## config.mk

```make
export PLATFORM = sky130hd
export DESIGN_NAME = program_loader
export DESIGN_NICKNAME = d
export VERILOG_FILES = /design/src/rtl/program_loader.sv
export SDC_FILE = /design/constraint.sdc
export NUM_CORES = 1
export LEC_CHECK = 0
export BUFFER_PORTS_ARGS = -buffer_cell sky130_fd_sc_hd__buf_2
export CAP_MARGIN = 15
export CORE_MARGIN = 3
export CORE_UTILIZATION = 48
export CTS_CLUSTER_DIAMETER = 50
export CTS_CLUSTER_SIZE = 25
export DETAILED_ROUTE_END_ITERATION = 12
export GPL_ROUTABILITY_DRIVEN = 0
export HOLD_SLACK_MARGIN = 0.12
export PLACE_DENSITY = 0.87
export SLEW_MARGIN = 20
export SYNTH_ARGS = -nofsm -noshare
export SYNTH_HDL_FRONTEND = slang
export SYNTH_SLANG_ARGS = --single-unit
```

## constraint.sdc

```tcl
create_clock -name clk -period 2.2 [get_ports clk]
set_clock_uncertainty 0.2 [all_clocks]
set_input_delay 0.44 -clock clk [delete_from_list [all_inputs] [get_ports clk]]
set_output_delay 0.44 -clock clk [all_outputs]
set_load 0.1 [all_outputs]
```

## src/rtl/program_loader.sv

```systemverilog
// program_loader: writer side of program memory; assembles a big-endian byte stream
//    (16-bit word count N, then N 32-bit words) into one memory write per word.
// Latency: 4th byte of a word accepted -> WriteEnable high on the next cycle.
//    Done or Error follows the last write by one cycle.
// Backpressure: ByteReady drops during the WRITE cycle and in IDLE/DONE/ERROR.
//    Offered bytes are consumed only on ByteValid && ByteReady.
// Ports:
//    clk, reset (async active-low), Start (load pulse)
//    ByteIn/ByteValid/ByteReady (byte stream in)
//    WriteEnable/WriteAddress/WriteData (memory write port)
//    CpuHold/Done/Error (status)
// Optional: define PROGRAM_LOADER_CHECKSUM_EN for a trailing XOR checksum byte
//    that is checked before Done.
module program_loader #(
   parameter int unsigned           MEMORY_DEPTH = 32,
   parameter int unsigned           DATA_WIDTH   = 32,
   parameter logic [DATA_WIDTH-1:0] BASE_ADDRESS = 32'h00000000
) (
   input  logic                  clk,
   input  logic                  reset,
   input  logic                  Start,
   input  logic [7:0]            ByteIn,
   input  logic                  ByteValid,
   output logic                  ByteReady,
   output logic                  WriteEnable,
   output logic [DATA_WIDTH-1:0] WriteAddress,
   output logic [DATA_WIDTH-1:0] WriteData,
   output logic                  CpuHold,
   output logic                  Done,
   output logic                  Error
);

   localparam int unsigned IDX_W = $clog2(MEMORY_DEPTH) + 1;

   typedef enum logic [2:0] {
      S_IDLE,
      S_LEN_HI,
      S_LEN_LO,
      S_DATA,
      S_WRITE,
      S_DONE,
`ifdef PROGRAM_LOADER_CHECKSUM_EN
      S_ERROR,
      S_CHECK
`else
      S_ERROR
`endif
   } state_t;

   state_t                  state_q, state_d;
   logic                    byte_ready_q, byte_ready_d;
   logic                    write_enable_q, write_enable_d;
   logic [DATA_WIDTH-1:0]   write_address_q, write_address_d;
   logic [DATA_WIDTH-1:0]   write_data_q, write_data_d;
   logic                    cpu_hold_q, cpu_hold_d;
   logic                    done_q, done_d;
   logic                    error_q, error_d;
   logic [15:0]             word_count_q, word_count_d;
   logic [1:0]              byte_idx_q, byte_idx_d;
   logic [IDX_W-1:0]        word_idx_q, word_idx_d;
`ifdef PROGRAM_LOADER_CHECKSUM_EN
   logic [7:0]              csum_q, csum_d;
`endif

   logic                    byte_fire;
   logic [15:0]             len_full;
   logic [15:0]             next_idx;
   logic [DATA_WIDTH-1:0]   word_addr;

   assign byte_fire = ByteValid && byte_ready_q;
   // Full count as it stands when the low count byte is on the bus.
   assign len_full  = {word_count_q[15:8], ByteIn};
   assign next_idx  = 16'(word_idx_q) + 16'd1;
   // Wraps modulo 2^DATA_WIDTH by construction.
   assign word_addr = BASE_ADDRESS + (DATA_WIDTH'(word_idx_q) << 2);

   always_comb begin
      state_d         = state_q;
      byte_ready_d    = byte_ready_q;
      write_enable_d  = 1'b0;
      write_address_d = write_address_q;
      write_data_d    = write_data_q;
      cpu_hold_d      = cpu_hold_q;
      done_d          = done_q;
      error_d         = error_q;
      word_count_d    = word_count_q;
      byte_idx_d      = byte_idx_q;
      word_idx_d      = word_idx_q;
`ifdef PROGRAM_LOADER_CHECKSUM_EN
      csum_d          = csum_q;
`endif
      case (state_q)
         S_IDLE, S_DONE, S_ERROR: begin
            if (Start) begin
               state_d      = S_LEN_HI;
               byte_ready_d = 1'b1;
               cpu_hold_d   = 1'b1;
               done_d       = 1'b0;
               error_d      = 1'b0;
               word_count_d = '0;
               byte_idx_d   = '0;
               word_idx_d   = '0;
`ifdef PROGRAM_LOADER_CHECKSUM_EN
               csum_d       = '0;
`endif
            end
         end
         S_LEN_HI: begin
            if (byte_fire) begin
               word_count_d[15:8] = ByteIn;
               state_d            = S_LEN_LO;
            end
         end
         S_LEN_LO: begin
            if (byte_fire) begin
               word_count_d = len_full;
               if (len_full == 16'd0) begin
`ifdef PROGRAM_LOADER_CHECKSUM_EN
                  // An empty frame still carries a checksum byte (expected 00).
                  state_d      = S_CHECK;
`else
                  state_d      = S_DONE;
                  byte_ready_d = 1'b0;
                  cpu_hold_d   = 1'b0;
                  done_d       = 1'b1;
`endif
               end else if ({16'd0, len_full} > MEMORY_DEPTH) begin
                  // Oversized frame: rejected before any word is written.
                  state_d      = S_ERROR;
                  byte_ready_d = 1'b0;
                  cpu_hold_d   = 1'b0;
                  error_d      = 1'b1;
               end else begin
                  state_d      = S_DATA;
               end
            end
         end
         S_DATA: begin
            if (byte_fire) begin
               write_data_d = {write_data_q[DATA_WIDTH-9:0], ByteIn};
               byte_idx_d   = byte_idx_q + 2'd1;
`ifdef PROGRAM_LOADER_CHECKSUM_EN
               csum_d       = csum_q ^ ByteIn;
`endif
               if (byte_idx_q == 2'd3) begin
                  state_d         = S_WRITE;
                  byte_ready_d    = 1'b0;
                  write_enable_d  = 1'b1;
                  write_address_d = word_addr;
               end
            end
         end
         S_WRITE: begin
            word_idx_d = word_idx_q + IDX_W'(1);
            if (next_idx == word_count_q) begin
`ifdef PROGRAM_LOADER_CHECKSUM_EN
               state_d      = S_CHECK;
               byte_ready_d = 1'b1;
`else
               state_d      = S_DONE;
               cpu_hold_d   = 1'b0;
               done_d       = 1'b1;
`endif
            end else begin
               state_d      = S_DATA;
               byte_ready_d = 1'b1;
            end
         end
`ifdef PROGRAM_LOADER_CHECKSUM_EN
         S_CHECK: begin
            if (byte_fire) begin
               byte_ready_d = 1'b0;
               cpu_hold_d   = 1'b0;
               // Words already written stay in memory either way.
               if (ByteIn == csum_q) begin
                  state_d = S_DONE;
                  done_d  = 1'b1;
               end else begin
                  state_d = S_ERROR;
                  error_d = 1'b1;
               end
            end
         end
`endif
         default: begin
            state_d = S_IDLE;
         end
      endcase
   end

   always_ff @(posedge clk or negedge reset) begin
      if (!reset) begin
         state_q         <= S_IDLE;
         byte_ready_q    <= 1'b0;
         write_enable_q  <= 1'b0;
         write_address_q <= BASE_ADDRESS;
         write_data_q    <= '0;
         cpu_hold_q      <= 1'b0;
         done_q          <= 1'b0;
         error_q         <= 1'b0;
         word_count_q    <= '0;
         byte_idx_q      <= '0;
         word_idx_q      <= '0;
`ifdef PROGRAM_LOADER_CHECKSUM_EN
         csum_q          <= '0;
`endif
      end else begin
         state_q         <= state_d;
         byte_ready_q    <= byte_ready_d;
         write_enable_q  <= write_enable_d;
         write_address_q <= write_address_d;
         write_data_q    <= write_data_d;
         cpu_hold_q      <= cpu_hold_d;
         done_q          <= done_d;
         error_q         <= error_d;
         word_count_q    <= word_count_d;
         byte_idx_q      <= byte_idx_d;
         word_idx_q      <= word_idx_d;
`ifdef PROGRAM_LOADER_CHECKSUM_EN
         csum_q          <= csum_d;
`endif
      end
   end

   assign ByteReady    = byte_ready_q;
   assign WriteEnable  = write_enable_q;
   assign WriteAddress = write_address_q;
   assign WriteData    = write_data_q;
   assign CpuHold      = cpu_hold_q;
   assign Done         = done_q;
   assign Error        = error_q;

endmodule

```

After elaboration in Yosys (flattened, before gate mapping):

Cells that the tools add are included.

* add/sub/neg operators: 3
* order comparisons: 1
* eq/ne operators: 19
* multiplexer cells: 41
* bitwise gates (word level): 1
* reductions and logical operators: 21

Operators with widths (count)
* $mux W3: 8
* $pmux W8 S3: 1
* $ne A2 B2 Y1 const B: 10
* $reduce_and A5 Y1: 4
* $mux W1: 18
* $eq A7 B16 Y1: 1
* $gt A16 B6 Y1 const B: 1
* $logic_not A16 Y1: 1
* $mux W16: 1
* $mux W8: 2
* $pmux W8 S2: 1
* $pmux W3 S5: 1
* $pmux W6 S2: 1
* $eq A3 B3 Y1 const B: 3
* $reduce_and A3 Y1: 3
* $reduce_bool A2 Y1: 4
* $add A6 B1 Y7 const B: 1
* $reduce_and A7 Y1: 1
* $add A6 B1 Y6 const B: 1
* $eq A3 B2 Y1 const B: 2
* $mux W6: 1
* $pmux W1 S3: 2
* $mux W2: 2
* $pmux W1 S4: 1
* other kinds (14): 15

* flip-flop bits (word level): 70
* input bits: 12
* output and inout port bits: 69
* logic and storage cells: 98

Depth between registers and ports, before layout:

Gate-level depths: netlist (run 1).

* depth after elaboration: 5
* gate-level depth with buffers: 8

Least setup slack after synthesis (run 1):

OpenSTA, ideal clock, no wires.

* kind: register to register
* start: register byte_ready_q, in the netlist ByteReady
* end: register word_count_q[13]
* setup time: 0.083 ns
* data arrival time: 2.165 ns
* required time: 1.917 ns
* slack: -0.248 ns
* cell stages (with the launch flop): 8
* clock period less this slack: 2.448 ns
* path through: dfrtp_1 > nand2_1 > o21ai_0 > a21oi_1 > o21ai_1 > clkbuf_1 > nand3_1 > o21ai_0

* cells in the longest elaborated chain, start to end: 3

RTL lines
* from (decl): RTL line 51 `logic byte_ready_q, byte_ready_d;`
* from (signal assigned): RTL line 209 `byte_ready_q <= byte_ready_d;`
* $logic_and A1 B1 Y1: RTL line 70 `assign byte_fire = ByteValid && byte_ready_q;`
* $ne A2 B2 Y1 (no line)
* $reduce_and A4 Y1 (no line)
* to (signal assigned): RTL line 216 `word_count_q <= word_count_d;`
* to (decl): RTL line 58 `logic [15:0] word_count_q, word_count_d;`

Every way passes these cells.
A chain may end at the register's enable or synchronous reset.

Worst setup path in the final report (run 1):

* start: register word_idx_q[0]
* end: register state_q[1]

* cells in the longest elaborated chain, start to end: 4

RTL lines
* from (decl): RTL line 60 `logic [IDX_W-1:0] word_idx_q, word_idx_d;`
* from (signal assigned): RTL line 218 `word_idx_q <= word_idx_d;`
* $add A6 B1 Y7: RTL line 73 `assign next_idx = 16'(word_idx_q) + 16'd1;`
* $eq A7 B16 Y1: RTL line 155 `if (next_idx == word_count_q) begin`
* $mux W3: RTL line 155
* $pmux W3 S5: RTL line 92 `case (state_q)`
* to (signal assigned): RTL line 208 `state_q <= state_d;`
* to (decl): RTL line 50 `state_t state_q, state_d;`

Every way passes these cells.

==> metrics.csv, run 1 <==
stage;metric;value;unit
synthesis;yosysWarnings;0;
global_route;grt_pass1_wl;12.3;mm
synthesis;synth_cells;382;
hold_path;hp-class;input pin to flip-flop;
drt;drt_wl_total;7.54;mm
synthesis;ys_seq_elements;70;
cells_and_area;area_delta_synth_final;20.1;%
synthesis;synthTopCellsByCount;127 x nand2_1, 70 x dfrtp_1, 31 x o21ai_0;
worst_setup_path;rr_endpoint;state_q[1];
clock_tree;clock_sinks;70;
synthesis;yosys.area.top_type_share;51.6;%
drt;drc;0;
worst_setup_path;arrival;2.23;ns
cells_and_area;multi_input_area;0.00147;mm²
cells_and_area;fill_cells;575;
synthesis;synth_edf_count;0;
status;status;finished, final reports clean;
clock_tree;htree_levels;3;
drt;dr.pass1.iters;5;
floorplanning;num_rows;30;
synthesis;synth_top_cells_by_area;dfrtp_1 52%, nand2_1 14%, buf_4 5.8%;
clock_tree;clk_path_buf_depth;2;
clock_tree;cts_made_buffers;9;
timing;setup_viol;0;
synthesis;synth.distinct_cells;42;
floorplanning;io_pins;81;
clock_tree;clkTransAtPathRegs;0.09;ns
worst_setup_path;max_stage_delay;0.44;ns
drt;vias_per_cell;5.02;
hold_path;holdCritStartpoint;ByteIn[7];
floorplanning;die_w;90.1;µm
timing;hold_viol;0;
worst_setup_path;r2r_start;word_idx_q[0];
floorplanning;die_y;90.1;µm
drt;drtIter0Drc;211;
synthesis;synth_flop_cell;dfrtp_1;
worst_setup_path;critPathBufInv;1;
synthesis;synth_top_area_cell;dfrtp_1;
clock_tree;clk_latency;0.36;ns
global_route;grt_pass1_vias;2545;
clock_tree;cts_tree;yes;
cells_and_area;regArea;0.00175;mm²
cells_and_area;final_nets;470;
synthesis;synth.avg_cell_area;8.88;µm²
synthesis;synth.most_common_cell;nand2_1;
cells_and_area;post-route-util;59.6;%
hold_path;hold_depth;3;
worst_setup_path;crit_fanout;3;
timing;fmax;459;MHz
placed_design;dp_cells;537;
hold_path;worstHoldEndpoint;WriteData[7];
floorplanning;design.die.area;0.00811;mm²
cells_and_area;drive_gt1_share;25.4;%
worst_setup_path;ff2ff_setup_slack;0.02;ns
worst_setup_path;worstSetupPathType;flip-flop to flip-flop;
global_route;grt_antenna_before_repair;0;
worst_setup_path;required;2.26;ns
cells_and_area;antenna_cells;0;
worst_setup_path;cp_cell_sequence;buf_6 > nand2_2 > or3_4 > a2111oi_4 > nand3_2 > and2_0 > a221o_1;
worst_setup_path;critPathLaunchType;flip-flop;
run;cap_violations;0;
worst_setup_path;crit_start;word_idx_q[0];
placed_design;dp_hpwl;5.23;mm
timing;drv_slew;0;
synthesis;synth-async-reset-ratio;100;%
worst_setup_path;slowest_stage;dfrtp_1;
worst_setup_path;path_delay_family;simple AND/OR/NAND/NOR gates;
global_route;grt_usage;18.7;%
timing;post-route-period-util;99.0;%
drt;vias;2794;
drt;wl_per_cell;13.5;µm
clock_tree;root_buffer;clkbuf_8;
worst_setup_path;reg2reg_depth;7;
synthesis;ys_seq_area_share;51.6;%
cells_and_area;instances_no_fill;557;
worst_setup_path;cp-end-kind;flip-flop;
global_route;grt_max_degree;71;
drt;antenna_left;0;
floorplanning;coreArea;0.00683;mm²
placed_design;io_buffers;54;
global_route;grt.overflow.total;0;
timing;min_period;2.18;ns
floorplanning;start_util;49.7;%
timing;rsz0062_at_grt;yes;
synthesis;syn_area;0.00339;mm²
through the flow:
stage               setup TNS [ns]  worst slack [ns]  cell area [µm²]  hold WS (ns)
floorplan                        0            0.0126             3490       -0.0556
global placement                 0            0.0377             3820         0.252
detailed placement         -0.0789           -0.0463             3820         0.258
CTS                              0         0.0000693             4020         0.122
global route                -0.230           -0.0924             4070         0.122
finish                           0            0.0209             4070         0.134
placed cells by master (no fill, tap or decap), types with 2 or more instances in the layout:
cell type / n
mux2_2: 7
xor2_1: 7
o21a_1: 3
nor2_1: 13
xnor2_1: 2
inv_1: 13
conb_1: 26
o21ai_0: 31
nor3_1: 8
buf_2: 54
a21oi_2: 2
o211ai_1: 2
nand3_2: 2
nand3_1: 14
inv_8: 2
clkbuf_8: 9
buf_12: 2
dfrtp_1: 69
inv_6: 2
nand2_1: 126
nor2b_1: 2
clkinvlp_4: 2
a21oi_1: 5
o31ai_1: 3
o21bai_1: 2
buf_4: 22
nand4_1: 3
timing repair:
action                                 4_1_cts  5_1_grt
gates resized for setup                      0        7
pin swaps                                    1        5
buffers inserted                             1        2
setup endpoints to repair                    2        4
hold buffers                                 1        0
endpoints found under the hold margin       70        0
routing by layer:
| layer | share of wire [%] | wire (µm) | track usage (%) |
|---|---|---|---|
| met1 | 44 | 3330 | 24.7 |
| met2 | 48 | 3630 | 29.0 |
| met3 | 5.9 | 442 | 5.86 |
| met4 | 1.8 | 135 | 7.02 |
| met5 | 0 | 0 | 0 |
worst max path at each step:
stage	to	slack [ns]	cells after the start
final	state_q[1]	0.02	7
after global routing	state_q[1]	-0.09	7
after CTS	state_q[1]	0.00007	7
after detailed placement	state_q[1]	-0.05	7
after global placement	state_q[1]	0.04	7
after floorplan	state_q[1]	0.01	7
area by class of cell:
cell class              count  area share [%]
clock buffers               9            3.04
clock inverters             7            1.57
inverters                  13            1.20
multi-input cells         282            36.0
flip-flops and latches     70            43.0
well taps                  96            2.95
repair buffers             80            12.2
worst register-to-register path: cells and delay by family (launching register included):
family / cells / cell delay (ns)
buf+inv: 1 / 0.13
flops: 1 / 0.44
compound gates: 2 / 0.65
simple gates: 4 / 0.66
cells by family after synthesis:
group / after synthesis / share of synthesized area (%)
XOR/XNOR: 11 / 3.25
multiplexers: 7 / 2.32
AO/OA/AOI/OAI: 56 / 10.4
AND/OR/NAND/NOR: 179 / 22.3
flip-flops: 70 / 51.6
adder cells (fa/ha/maj): 3 / 1.03
buffers and inverters: 55 / 9.00
other: 1 / 0.111
flip-flops by register name (all words and copies together), names as in the netlist:
name          cells
ByteReady         1
WriteEnable       1
WriteAddress      6
word_idx_q        6
byte_idx_q        2
Error             1
CpuHold           1
Done              1
state_q           3
word_count_q     16
WriteData        32
Power of run 1 is left out: the tool's default activity adds up to more than one toggle a clock period on the data nets, which glitch-free logic cannot reach.
==> inputs of run 2 (changes only) <==
--- a/config.mk
+++ b/config.mk
@@ -15,7 +15,7 @@
 export GPL_ROUTABILITY_DRIVEN = 0
 export HOLD_SLACK_MARGIN = 0.12
 export PLACE_DENSITY = 0.87
-export SLEW_MARGIN = 20
+export RECOVER_POWER = 50
 export SYNTH_ARGS = -nofsm -noshare
 export SYNTH_HDL_FRONTEND = slang
 export SYNTH_SLANG_ARGS = --single-unit
==> run 2 against run 1 <==
Against the previous run:
- hold slack better by 0.0029 ns
- count of clock-buffer cells in the layout unchanged
- non-clock buffer count unchanged
- die area unchanged
- routed wire length up 0.54%
- first-iteration DRC count up 1.9%
- critical path depth unchanged
- largest cell class unchanged
==> metrics.csv, run 2 (same netlist as run 1, synthesis figures left out) <==
stage;metric;value;unit
status;status;finished, final reports clean;
worst_setup_path;critPathLaunchType;flip-flop;
timing;min_period;2.18;ns
global_route;grt_pass1_vias;2545;
worst_setup_path;reg2reg_depth;7;
timing;worst_slew_pin_slew;0.934;ns
global_route;grt_pass1_wl;12.3;mm
cells_and_area;layout_commonest_cell;nand2_1;
global_route;grt_antenna_before_repair;0;
worst_setup_path;cp-end-kind;flip-flop;
worst_setup_path;crit_fanout;3;
placed_design;dp_hpwl;5.23;mm
timing;fmax;458;MHz
clock_tree;clkTransAtPathRegs;0.09;ns
timing;drv_slew;0;
cells_and_area;largest_register_ffs;32;
global_route;grt_usage;18.7;%
hold_path;hp-class;input pin to flip-flop;
worst_setup_path;worstSetupPathType;flip-flop to flip-flop;
cells_and_area;post-route-util;59.5;%
floorplanning;coreArea;0.00683;mm²
clock_tree;clk_latency;0.36;ns
timing;post-route-period-util;99.2;%
worst_setup_path;rr_endpoint;state_q[1];
drt;drc;0;
global_route;grt_max_degree;71;
floorplanning;start_util;49.7;%
hold_path;worstHoldEndpoint;WriteData[7];
drt;drtIter0Drc;215;
hold_path;hold_depth;3;
clock_tree;cts_tree;yes;
clock_tree;htree_levels;3;
floorplanning;io_pins;81;
clock_tree;cts_made_buffers;9;
cells_and_area;final_nets;470;
clock_tree;root_buffer;clkbuf_8;
run;cap_violations;0;
worst_setup_path;arrival;2.24;ns
cells_and_area;area_delta_synth_final;19.7;%
worst_setup_path;r2r_start;word_idx_q[0];
drt;drt_wl_total;7.58;mm
hold_path;holdCritStartpoint;ByteIn[7];
worst_setup_path;ff2ff_setup_slack;0.02;ns
timing;slew_headroom;37.8;%
global_route;grt.overflow.total;0;
drt;antenna_left;0;
floorplanning;die_w;90.1;µm
worst_setup_path;crit_start;word_idx_q[0];
clock_tree;clock_sinks;70;
drt;dr.pass1.iters;5;
drt;vias;2805;
floorplanning;die_y;90.1;µm
cells_and_area;antenna_cells;0;
timing;rsz0062_at_grt;yes;
placed_design;io_buffers;54;
cells_and_area;final_cell_mix;126 x nand2_1, 69 x dfrtp_1, 35 x buf_2;
floorplanning;design.die.area;0.00811;mm²
clock_tree;clk_path_buf_depth;2;
cells_and_area;drive_gt1_share;25.4;%
drt;vias_per_cell;5.04;
worst_setup_path;required;2.25;ns
drt;wl_per_cell;13.6;µm
floorplanning;num_rows;30;
timing;hold_viol;0;
timing;setup_viol;0;
-- run 2: layout make-up --
type,count,area [µm²]
clock buffers,9,124
clock inverters,7,63.8
fillers,576,2770
inverters,13,48.8
multi-input cells,282,1470
flip-flops and latches,70,1750
well taps,96,120
repair buffers,80,484
-- run 2: through the flow --
step           TNS [ns]  instance area (µm²)  setup slack [ns]  hold slack [ns]  instances
3_3_place_gp          0                 3820            0.0377            0.252        537
5_1_grt          -0.230                 4060           -0.0924            0.122        557
6_report              0                 4060            0.0183            0.137        557
4_1_cts               0                 4020         0.0000693            0.122        555
3_5_place_dp    -0.0789                 3820           -0.0463            0.258        537
2_1_floorplan         0                 3490            0.0126          -0.0556        407
-- run 2: worst max-delay path, stage by stage, from the launching register on --
cell and delay (ns):
dfrtp_1 0.44, buf_6 0.13, nand2_2 0.04, or3_4 0.37, a2111oi_4 0.40, nand3_2 0.10, and2_0 0.15, a221o_1 0.25
-- run 2: what timing repair did --
item,in CTS,in global routing
pin swaps,1,5
resized for setup,0,7
endpoints found under the hold margin,70,0
hold buffers,1,0
endpoints found under the setup margin,2,4
setup buffers,1,2
-- run 2: layer usage --
| metal | global-route usage [%] | share of wire [%] | wire length, µm | vias to the layer above |
|---|---|---|---|---|
| met3 | 5.86 | 6.3 | 476 | 15 |
| met4 | 7.02 | 2.0 | 151 | 0 |
| met2 | 29.0 | 48 | 3630 | 101 |
| met1 | 24.7 | 44 | 3320 | 1336 |
| li1 | - | - | - | 1353 |
| met5 | 0 | 0 | 0 | - |
-- run 2: worst max path at each step --
stage | depth (start not counted) | end
floorplan | 7 | state_q[1]
global placement | 7 | state_q[1]
detailed placement | 7 | state_q[1]
CTS | 7 | state_q[1]
global route | 7 | state_q[1]
finish | 7 | state_q[1]
Power of run 2 is left out for the same reason.
